### src/rtl/scan_mux_nbit_pkg.sv
// Shared constants and helpers for the scanning channel multiplexer.
package scan_mux_nbit_pkg;

    localparam int N_DEFAULT   = 3;
    localparam int CH_DEFAULT  = 9;
    localparam int DIV_DEFAULT = 50000;

    // Ceiling log2, usable in constant expressions; clog2(1) = 0.
    function automatic int clog2(input int v);
        int r;
        r = 0;
        for (int i = 0; i < 31; i++) begin
            if (((v - 1) >> i) != 0) r = i + 1;
        end
        return r;
    endfunction

endpackage

### src/rtl/scan_mux_nbit_tick_gen.sv
// Prescaler: counts 0..DIV-1 while run is high and pulses tick on the last count.
module tick_gen
    import scan_mux_nbit_pkg::*;
#(
    parameter int DIV = DIV_DEFAULT
) (
    input  logic clk,
    input  logic reset_n,
    input  logic run,
    output logic tick
);

    // A one-bit counter that never leaves 0 still works for DIV=1.
    localparam int CW = (DIV > 1) ? clog2(DIV) : 1;

    logic [CW-1:0] cnt;

    assign tick = run && (cnt == CW'(DIV - 1));

    always_ff @(posedge clk) begin
        if (!reset_n) begin
            cnt <= '0;
        end else if (run) begin
            cnt <= tick ? '0 : cnt + CW'(1);
        end
    end

endmodule

### src/rtl/scan_mux_nbit.sv
// Scanning N-bit channel multiplexer: auto-steps through CH channels every DIV
// cycles or follows a manual select, with registered data, index and strobe outputs.
module scan_mux_nbit
    import scan_mux_nbit_pkg::*;
#(
    parameter int N   = N_DEFAULT,
    parameter int CH  = CH_DEFAULT,
    parameter int DIV = DIV_DEFAULT,
    localparam int SW = clog2(CH)
) (
    input  logic            clk,
    input  logic            reset_n,
    input  logic            enable,
    input  logic            mode,
    input  logic [SW-1:0]   sel_in,
    input  logic [CH*N-1:0] data_in,
    output logic [N-1:0]    f,
    output logic [SW-1:0]   sel_out,
    output logic [CH-1:0]   strobe,
    output logic            frame_done
);

    logic [SW-1:0] idx;
    logic [SW-1:0] sel_clamped;
    logic          tick;
    logic          last;
    logic          pre_rst_n;

    // Manual mode parks the prescaler at 0 so auto scanning resumes with a full step.
    assign pre_rst_n = reset_n && !(enable && mode);
    assign last      = (idx == SW'(CH - 1));

    always_comb begin
        sel_clamped = sel_in;
        if (int'(sel_in) >= CH) sel_clamped = SW'(CH - 1);
    end

    tick_gen #(.DIV(DIV)) u_tick_gen (
        .clk     (clk),
        .reset_n (pre_rst_n),
        .run     (enable && !mode),
        .tick    (tick)
    );

    always_ff @(posedge clk) begin
        if (!reset_n) begin
            idx        <= '0;
            f          <= '0;
            sel_out    <= '0;
            strobe     <= '0;
            frame_done <= 1'b0;
        end else begin
            frame_done <= 1'b0;
            if (enable) begin
                f       <= data_in[int'(idx)*N +: N];
                sel_out <= idx;
                strobe  <= CH'(1) << idx;
                if (mode) begin
                    idx <= sel_clamped;
                end else if (tick) begin
                    idx        <= last ? '0 : idx + SW'(1);
                    frame_done <= last;
                end
            end
        end
    end

endmodule

### config.mk
export PLATFORM = sky130hd
export DESIGN_NAME = scan_mux_nbit
export DESIGN_NICKNAME = d
export VERILOG_FILES = /design/src/rtl/scan_mux_nbit_pkg.sv /design/src/rtl/scan_mux_nbit_tick_gen.sv /design/src/rtl/scan_mux_nbit.sv
export SDC_FILE = /design/constraint.sdc
export NUM_CORES = 1
export LEC_CHECK = 0
export BUFFER_PORTS_ARGS = -buffer_cell sky130_fd_sc_hd__buf_2
export CORE_UTILIZATION = 43
export DETAILED_ROUTE_END_ITERATION = 10
export PLACE_DENSITY = 0.68
export SYNTH_ARGS = -nofsm -noshare
export SYNTH_HDL_FRONTEND = slang
export SYNTH_SLANG_ARGS = --single-unit
### constraint.sdc
create_clock -name clk -period 2.35 [get_ports clk]
set_input_delay 0.235 -clock clk [delete_from_list [all_inputs] [get_ports clk]]
set_output_delay 0.235 -clock clk [all_outputs]
set_load 0.01 [all_outputs]
# Yosys cells after proc, flatten, opt, wreduce, memory -nomap -nowiden
# Index checks and enable logic that the tools add are counted.
# classes
n_addsub	2
mul	1
magnitude_cmp	1
n_eq_ne	2
shifts	2
muxes	5
bitwise_logic	3
reduce_logical	9
# op_table
cell	count
indexed part select 27 x 7 -> 3 bit	1
adder 16 x 1 -> 16 bit (second input constant)	1
equality test 16 bit (second input constant)	1
2-to-1 mux 16 bit	1
2-to-1 mux 4 bit	4
<< shifter 1 x 4 -> 9 bit (first input constant)	1
multiplier 4 x 2 -> 6 bit (second input constant)	1
adder 4 x 1 -> 4 bit (second input constant)	1
equality test 4 bit (second input constant)	1
greater-or-equal comparator 4 bit (second input constant)	1
logical AND 1 bit	4
OR reduction 4 bit	1
NOT 1 bit	3
zero test 1 bit	2
AND reduction 2 bit	1
nonzero test 2 bit	1
# totals
reg_bits	37
output_inout_bits	17

# Depth between registers and ports, before layout
# Gate-level depths: netlist of the first run.
# logic_depth
word_depth	5
depth_mapped	7
mapped_depth_nobuf	6

# By module
# From an unflattened synthesis of the first run, not the netlist that was laid out.
# unflattened
hier_cells	208
hier_area_um2	1956.9
# modules_own_cells
mod	n_inst	cells_each	area_each_um2	seq_area_each_um2
scan_mux_nbit	1	119	1184.9	420.4
tick_gen	1	89	772.0	320.3

# Worst setup path before layout of the first run
# No wires, ideal clock.
# synth_timing
kind	register to register
start	register idx[0]
end	register idx[0]
setup_ns	0.072
arrival_time_ns	1.756
required_ns	2.278
path_slack_ns	0.523
path_stages_with_launch	8
n_path_buf	1
synth_period_minus_slack_ns	1.827
path_cell_list	dfxtp_1 clkbuf_1 inv_1 ha_1 and3b_1 o32ai_1 nand2_1 mux2i_1
# synth_between
elab_chain_cells	4
# synth_rtl
element	line	source
from (decl)	scan_mux_nbit.sv:23	logic [SW-1:0] idx;
from (signal assigned)	scan_mux_nbit.sv:59	idx <= sel_clamped;
from (signal assigned)	scan_mux_nbit.sv:61	idx <= last ? '0 : idx + SW'(1);
adder 4 x 1 -> 4 bit / equality test 4 bit (equally long branches)	scan_mux_nbit.sv:61, scan_mux_nbit.sv:31	
2-to-1 mux 4 bit (*)	scan_mux_nbit.sv:61	
2-to-1 mux 4 bit (*)	scan_mux_nbit.sv:60	end else if (tick) begin
2-to-1 mux 4 bit (*)	scan_mux_nbit.sv:58	if (mode) begin
# Every way passes the cells marked *; elsewhere a longest branch is shown, timed or not. The select of a mux whose other input is x is not followed.
# A chain may end at the register's enable or synchronous reset.

# Final worst setup path of the first run
# Ends and elaborated chain as after synthesis.

==> flow_summary.ini, run 1 <==
[outcome]
outcome = finished clean

[worst_setup_path]
slowest_delay_ps = 770
critical_path_buf_inv_count = 1
critPathSlowestCell = dfxtp_1
cp-end-kind = flop
worstPathRequired_ps = 2570
crit_path_start_kind = flop
cp_cell_sequence = inv_1 > ha_1 > and3b_1 > o32ai_1 > nand2_1 > mux2i_1
cp.arrival_ps = 2190
path_class = flop to flop
critPathMaxFanout = 15
crit_family = flip-flops

[cts]
clk_pin_slew_worst_paths_ps = 70
clock_sinks = 37
postCtsSetupRepairBufs = 0
clkLatencyLatePin_ps = 280
numCtsBuffers = 5
cts_hold_buf = 0
post_cts_resized = 0
htreeDepth = 2
cts_tree = done
cts-root-buf = clkbuf_8
clock_path_buffers = 2

[detailed_routing]
drtIter0Drc = 92
route.vias.total = 1680
postRouteAntennaNets = 0
post_drt_wl_per_cell_um = 12.4
routed_wl_um = 3940
drtPass1Iterations = 6
drc = 0
vias_per_cell = 5.30

[global_route]
grt_overflow = 0
grt_max_degree = 29
grt_usage = 0.176
grt_pass1_wl_um = 6870
antenna_found_initial = 0
first_global_vias = 1616

[yosys]
syn-cell-area_um2 = 1960
ys_seq_area_frac = 0.378
yosys-top-cells-area = dfxtp_1, mux4_2, mux2i_1
synthCells = 213
yosysTopAreaCellShare = 0.378
ys_warn_count = 0
syn_avg_cell_area_um2 = 9.20
ys_ff_latch = 37
synth_nets = 255
yosysTopAreaCell = dfxtp_1
synth_cell_types = 39

[layout]
fillers = 419
nets = 306
multi_input_area_um2 = 1140
area_delta_synth_final_pct = 18.9
register_area_um2 = 741
drive_above_1_share = 0.268
diodes = 0

[floorplan]
die_x_um = 69.5
die-area_um2 = 4830
die_h_um = 69.5
core_area_um2 = 4350
pin_count = 52
start_util = 0.450
rows = 24

[flow_run]
cap_violations = 0

[sta]
finalCritPeriodShare = 0.839
tightest_slew_ps = 695
hold_viol_final = 0
tns_ps = 0
maxSlewViolCount = 0
period_needed_ps = 1970
setup_viol = 0
rsz0062_at_grt = false
skew_ps = 2.70
fmax_mhz = 507
slew_headroom = 0.536

[placed_design]
hpwl_um = 2940
gp_congestion = 0.784
io_buffers = 51

[power]
p_per_area_nw_per_um2 = 521
cellLeakagePower_nw = 0.967
power_w = 0.00121
ir_drop_mv = 0.266

[hold_path]
hold_path.class = input port to flop
## where the power goes
group	leakage (nW)	total (W)	switching [W]	internal (W)
Sequential	0.299	0.000655	0.0000155	0.000640
Clock	0.0395	0.000419	0.000208	0.000211
Combinational	0.628	0.000139	0.0000655	0.0000738
Total	0.967	0.00121	0.000289	0.000924
## through the flow
stage | instances | hold WS (ps) | cell area, µm² | worst slack, ps | utilization
after floorplan | 213 | 411 | 1960 | 523 | -
after global placement | 309 | 460 | 2250 | 403 | 0.517
after detailed placement | 309 | 462 | 2250 | 380 | 0.517
after CTS | 317 | 246 | 2330 | 345 | 0.535
after global routing | 317 | 259 | 2330 | 208 | 0.535
final | 317 | 255 | 2330 | 378 | 0.535
## synth_stat cells, drive strengths merged
library cell	n
mux4	6
buf	1
nor3	5
a21bo	1
mux2i	12
clkbuf	7
and3b	2
or2	1
nand2b	9
nand3b	2
o211ai	1
a31oi	1
o31ai	2
nor4b	1
o21ai	2
nor2b	8
o2bb2ai	1
o21a	1
xnor2	9
or3	2
nor4	2
o22ai	3
o311ai	1
clkinv	2
nand3	11
nand4	2
a21oi	16
nand2	16
o32ai	2
inv	9
xor2	2
nor2	22
o2111ai	1
or4	6
dfxtp	37
ha	7
## worst min-delay path: stages
cell	delay, ps
buf_2	80
a21oi_1	50
o22ai_1	130
## worst paths after layout
kind | endpoint | slack, ps | cells past startpoint | startpoint
setup reg to reg | idx[0]$_SDFFE_PN0P_ | 380 | 6 | idx[0]$_SDFFE_PN0P_
hold reg to reg | strobe[6]$_SDFFE_PN0P_ | 470 | 2 | strobe[6]$_SDFFE_PN0P_
setup / recovery | idx[0]$_SDFFE_PN0P_ | 380 | 6 | idx[0]$_SDFFE_PN0P_
hold / removal | f[2]$_SDFFE_PN0P_ | 260 | 3 | data_in[26]
## final cells by class
type | count | share of cell area
clock buffer | 8 | 0.0344
tap | 52 | 0.0279
multi-input combinational | 157 | 0.489
sequential | 37 | 0.318
timing repair buffer | 52 | 0.113
inverter | 11 | 0.0177
## kinds of logic (layout without fill, tap and decap cells)
| logic type | after synthesis | count (layout) | synth area share |
|---|---|---|---|
| AND/OR/NAND/NOR | 89 | 89 | 0.245 |
| flip-flops | 37 | 37 | 0.378 |
| buffers and inverters | 19 | 71 | 0.0402 |
| adder cells (fa/ha/maj) | 7 | 7 | 0.0447 |
| multiplexers | 18 | 18 | 0.130 |
| AO/OA/AOI/OAI | 32 | 32 | 0.112 |
| XOR/XNOR | 11 | 11 | 0.0492 |
## cell usage in the layout (no fill, tap or decap), types with 3 or more instances in the layout
| cell | count |
|---|---|
| a21oi_1 | 16 |
| buf_2 | 51 |
| clkbuf_1 | 3 |
| clkbuf_8 | 5 |
| dfxtp_1 | 37 |
| ha_1 | 7 |
| inv_1 | 9 |
| mux2i_1 | 12 |
| mux4_2 | 6 |
| nand2_1 | 16 |
| nand2b_1 | 9 |
| nand3_1 | 11 |
| nor2_1 | 22 |
| nor2b_1 | 8 |
| nor3_1 | 5 |
| o22ai_1 | 3 |
| or4_1 | 3 |
| xnor2_1 | 9 |
## layer usage
layer / GRT usage / wire [µm] / up-vias
li1: - / - / 861
met1: 0.205 / 1800 / 780
met2: 0.315 / 1950 / 32
met3: 0.0451 / 140 / 7
met4: 0.0544 / 51 / 0
met5: 0 / 0 / -
## state kept, by name, indices dropped and copies added, names as in the netlist
signal and count:
u_tick_gen.cnt 16, strobe 9, idx 4, sel_out 4, f 3, frame_done 1
(Power assumes the default switching activity.)
==> run 2: changes to the inputs <==
--- a/config.mk
+++ b/config.mk
@@ -5,10 +5,11 @@
 export SDC_FILE = /design/constraint.sdc
 export NUM_CORES = 1
 export LEC_CHECK = 0
+export ABC_AREA = 1
 export BUFFER_PORTS_ARGS = -buffer_cell sky130_fd_sc_hd__buf_2
 export CORE_UTILIZATION = 43
 export DETAILED_ROUTE_END_ITERATION = 10
-export PLACE_DENSITY = 0.68
+export PLACE_DENSITY = 0.71
 export SYNTH_ARGS = -nofsm -noshare
 export SYNTH_HDL_FRONTEND = slang
 export SYNTH_SLANG_ARGS = --single-unit
==> constraint.sdc (replaced) <==
create_clock -name clk -period 1.75 [get_ports clk]
set_input_delay 0.175 -clock clk [delete_from_list [all_inputs] [get_ports clk]]
set_output_delay 0.175 -clock clk [all_outputs]
set_load 0.01 [all_outputs]
==> flow_summary.ini, run 2 <==
[detailed_routing]
route.vias.total = 2143
drc = 8
postRouteAntennaNets = 0
drtIter0Drc = 98
post_drt_wl_per_cell_um = 12.0
vias_per_cell = 5.11
drtPass1Iterations = 8
routed_wl_um = 5020

[worst_setup_path]
cp.arrival_ps = 1710
crit_family = flip-flops
cp-end-kind = flop
critPathSlowestCell = dfxtp_1
r2r_cells = 7
cp_common_cell = nand2_1
critPathMaxFanout = 7
crit_path_start_kind = flop
critical_path_buf_inv_count = 1
path_class = flop to flop
cp_cell_sequence = inv_1 > ha_1 > nand2_1 > nand2_1 > o22ai_1 > a21oi_1 > nor2_1
rr_endpoint = idx[0]$_SDFFE_PN0P_
slowest_delay_ps = 420
reg2reg_slack_ps = 270
worstPathRequired_ps = 1970
rr_startpoint = idx[0]$_SDFFE_PN0P_

[sta]
maxSlewViolCount = 0
hold_viol_final = 0
rsz0062_at_grt = false
period_needed_ps = 1480
skew_ps = 8.15
fmax_mhz = 674
setup_ws_ps = 265
tns_ps = 0
slew_headroom = 0.799
setup_viol = 0
finalCritPeriodShare = 0.848
tightest_slew_ps = 302

[power]
cellLeakagePower_nw = 1.16
p_seq_frac = 0.478
p_per_area_nw_per_um2 = 752
ir_drop_mv = 0.826
intPower_w = 0.00139
p_sw_frac = 0.253
clkPwrFrac = 0.379
p_sw_w = 0.000471
combPwrFrac = 0.143

[placed_design]
placedCellCount = 412
place_ws_ps = 286
io_buffers = 51
gp_congestion = 0.866
hpwl_um = 3870

[cts]
clk_pin_slew_worst_paths_ps = 70
cts_hold_buf = 0
post_cts_resized = 0
numCtsBuffers = 5
htreeDepth = 2
cts-root-buf = clkbuf_8
clock_path_buffers = 2
clock_sinks = 37
cts_tree = done
clkLatencyLatePin_ps = 290
postCtsSetupRepairBufs = 0

[layout]
most-common-layout-cells = nor2_1, nand2_1, buf_2
fin_cells = 419
largest_register = u_tick_gen.cnt
post-route-util = 0.557
drive_above_1_share = 0.210
fillers = 456
area_delta_synth_final_pct = 21.9
nets = 409
largest_reg_flops = 16
layout_commonest_cell = nor2_1
top_regs = u_tick_gen.cnt (16), strobe (9)
diodes = 0

[global_route]
grt_max_degree = 16
grt_usage = 0.224
antenna_found_initial = 0
first_global_vias = 2023
grt_pass1_wl_um = 8940
grt_overflow = 0

[yosys]
synthCells = 309
ys_ff_latch = 37
syn-cell-area_um2 = 2030
synth_nets = 351
synth_most_common_cell = nor2_1
ys_seq_area_frac = 0.365
synth_cell_types = 28
syn_avg_cell_area_um2 = 6.57
yosysTopAreaCellShare = 0.365
synth_flop_cell = dfxtp_1
synth-async-reset-ratio = 0
synth_edf_count = 0
yosysTopAreaCell = dfxtp_1
yosys-top-cells-area = dfxtp_1, nor2_1, nand2_1
ys_top_cells_by_count = nor2_1, nand2_1, dfxtp_1
ys_warn_count = 0

[flow_run]
cap_violations = 0

[outcome]
outcome = finished with violations
violations = DRC

[floorplan]
die_x_um = 70.7
start_util = 0.457
die_h_um = 70.7
die-area_um2 = 5000
rows = 24
core_area_um2 = 4440
pin_count = 52

[hold_path]
hold_path.class = input port to flop
hp-start = reset_n
hold_depth = 3
whs_endpoint = sel_out[2]$_SDFFE_PN0P_
==> run 2: cells by family after synthesis <==
family / after synthesis / synth area share
XOR/XNOR: 6 / 0.0259
buffers and inverters: 39 / 0.0734
AND/OR/NAND/NOR: 179 / 0.386
adder cells (fa/ha/maj): 7 / 0.0432
flip-flops: 37 / 0.365
AO/OA/AOI/OAI: 41 / 0.107
==> run 2: worst register-to-register path, delay by kind of cell, from the launching register on <==
kind / cells / cell delay (ps)
flip-flops: 1 / 420
AND/OR/NAND/NOR: 3 / 360
adder cells (fa/ha/maj): 1 / 270
AO/OA/AOI/OAI: 2 / 190
buffers and inverters: 1 / 180
==> run 2: worst max-delay path by stage <==
stage                                    from                               to  slack, ps  cells after the start
2_1_floorplan             idx[0]$_SDFFE_PN0P_              idx[3]$_SDFFE_PN0P_        340                     10
3_3_place_gp              idx[0]$_SDFFE_PN0P_              idx[3]$_SDFFE_PN0P_        280                      9
3_5_place_dp                           enable  u_tick_gen.cnt[15]$_SDFFE_PN0P_        290                     10
4_1_cts        u_tick_gen.cnt[0]$_SDFFE_PN0P_   u_tick_gen.cnt[8]$_SDFFE_PN0P_        290                      6
5_1_grt        u_tick_gen.cnt[0]$_SDFFE_PN0P_   u_tick_gen.cnt[8]$_SDFFE_PN0P_        130                      6
6_report                  idx[0]$_SDFFE_PN0P_              idx[0]$_SDFFE_PN0P_        270                      7
==> run 2: cell type report <==
type / count / area, µm² / share of cell area
clock buffers: 5 / 68.8 / 0.0278
well taps: 52 / 65.1 / 0.0263
flip-flops and latches: 37 / 741 / 0.299
clock inverters: 2 / 35.0 / 0.0142
multi-input cells: 233 / 1140 / 0.461
inverters: 33 / 124 / 0.0501
repair buffers: 57 / 300 / 0.121
==> run 2: through the flow <==
step	hold WS, ps	area (µm²)	power [W]
6_report	209	2470	0.00186
5_1_grt	244	2470	0.00194
4_1_cts	203	2470	0.00188
3_5_place_dp	454	2370	0.00117
3_3_place_gp	455	2370	0.00117
2_1_floorplan	313	2030	0.00106
==> run 2: metal layers <==
metal,share of wire,wire (µm),track usage
met1,0.50,2500,0.311
met2,0.44,2220,0.344
met3,0.047,236,0.0427
met4,0.013,66,0.0867
met5,0,0,0
==> run 2: power groups by stage <==
stage | clock [W] | combinational [W] | sequential, W
5_1_grt | 0.000748 | 0.000304 | 0.000892
6_report | 0.000705 | 0.000266 | 0.000890
3_5_place_dp | 0 | 0.000265 | 0.000908
3_3_place_gp | 0 | 0.000262 | 0.000908
4_1_cts | 0.000723 | 0.000266 | 0.000889
2_1_floorplan | 0 | 0.000150 | 0.000912
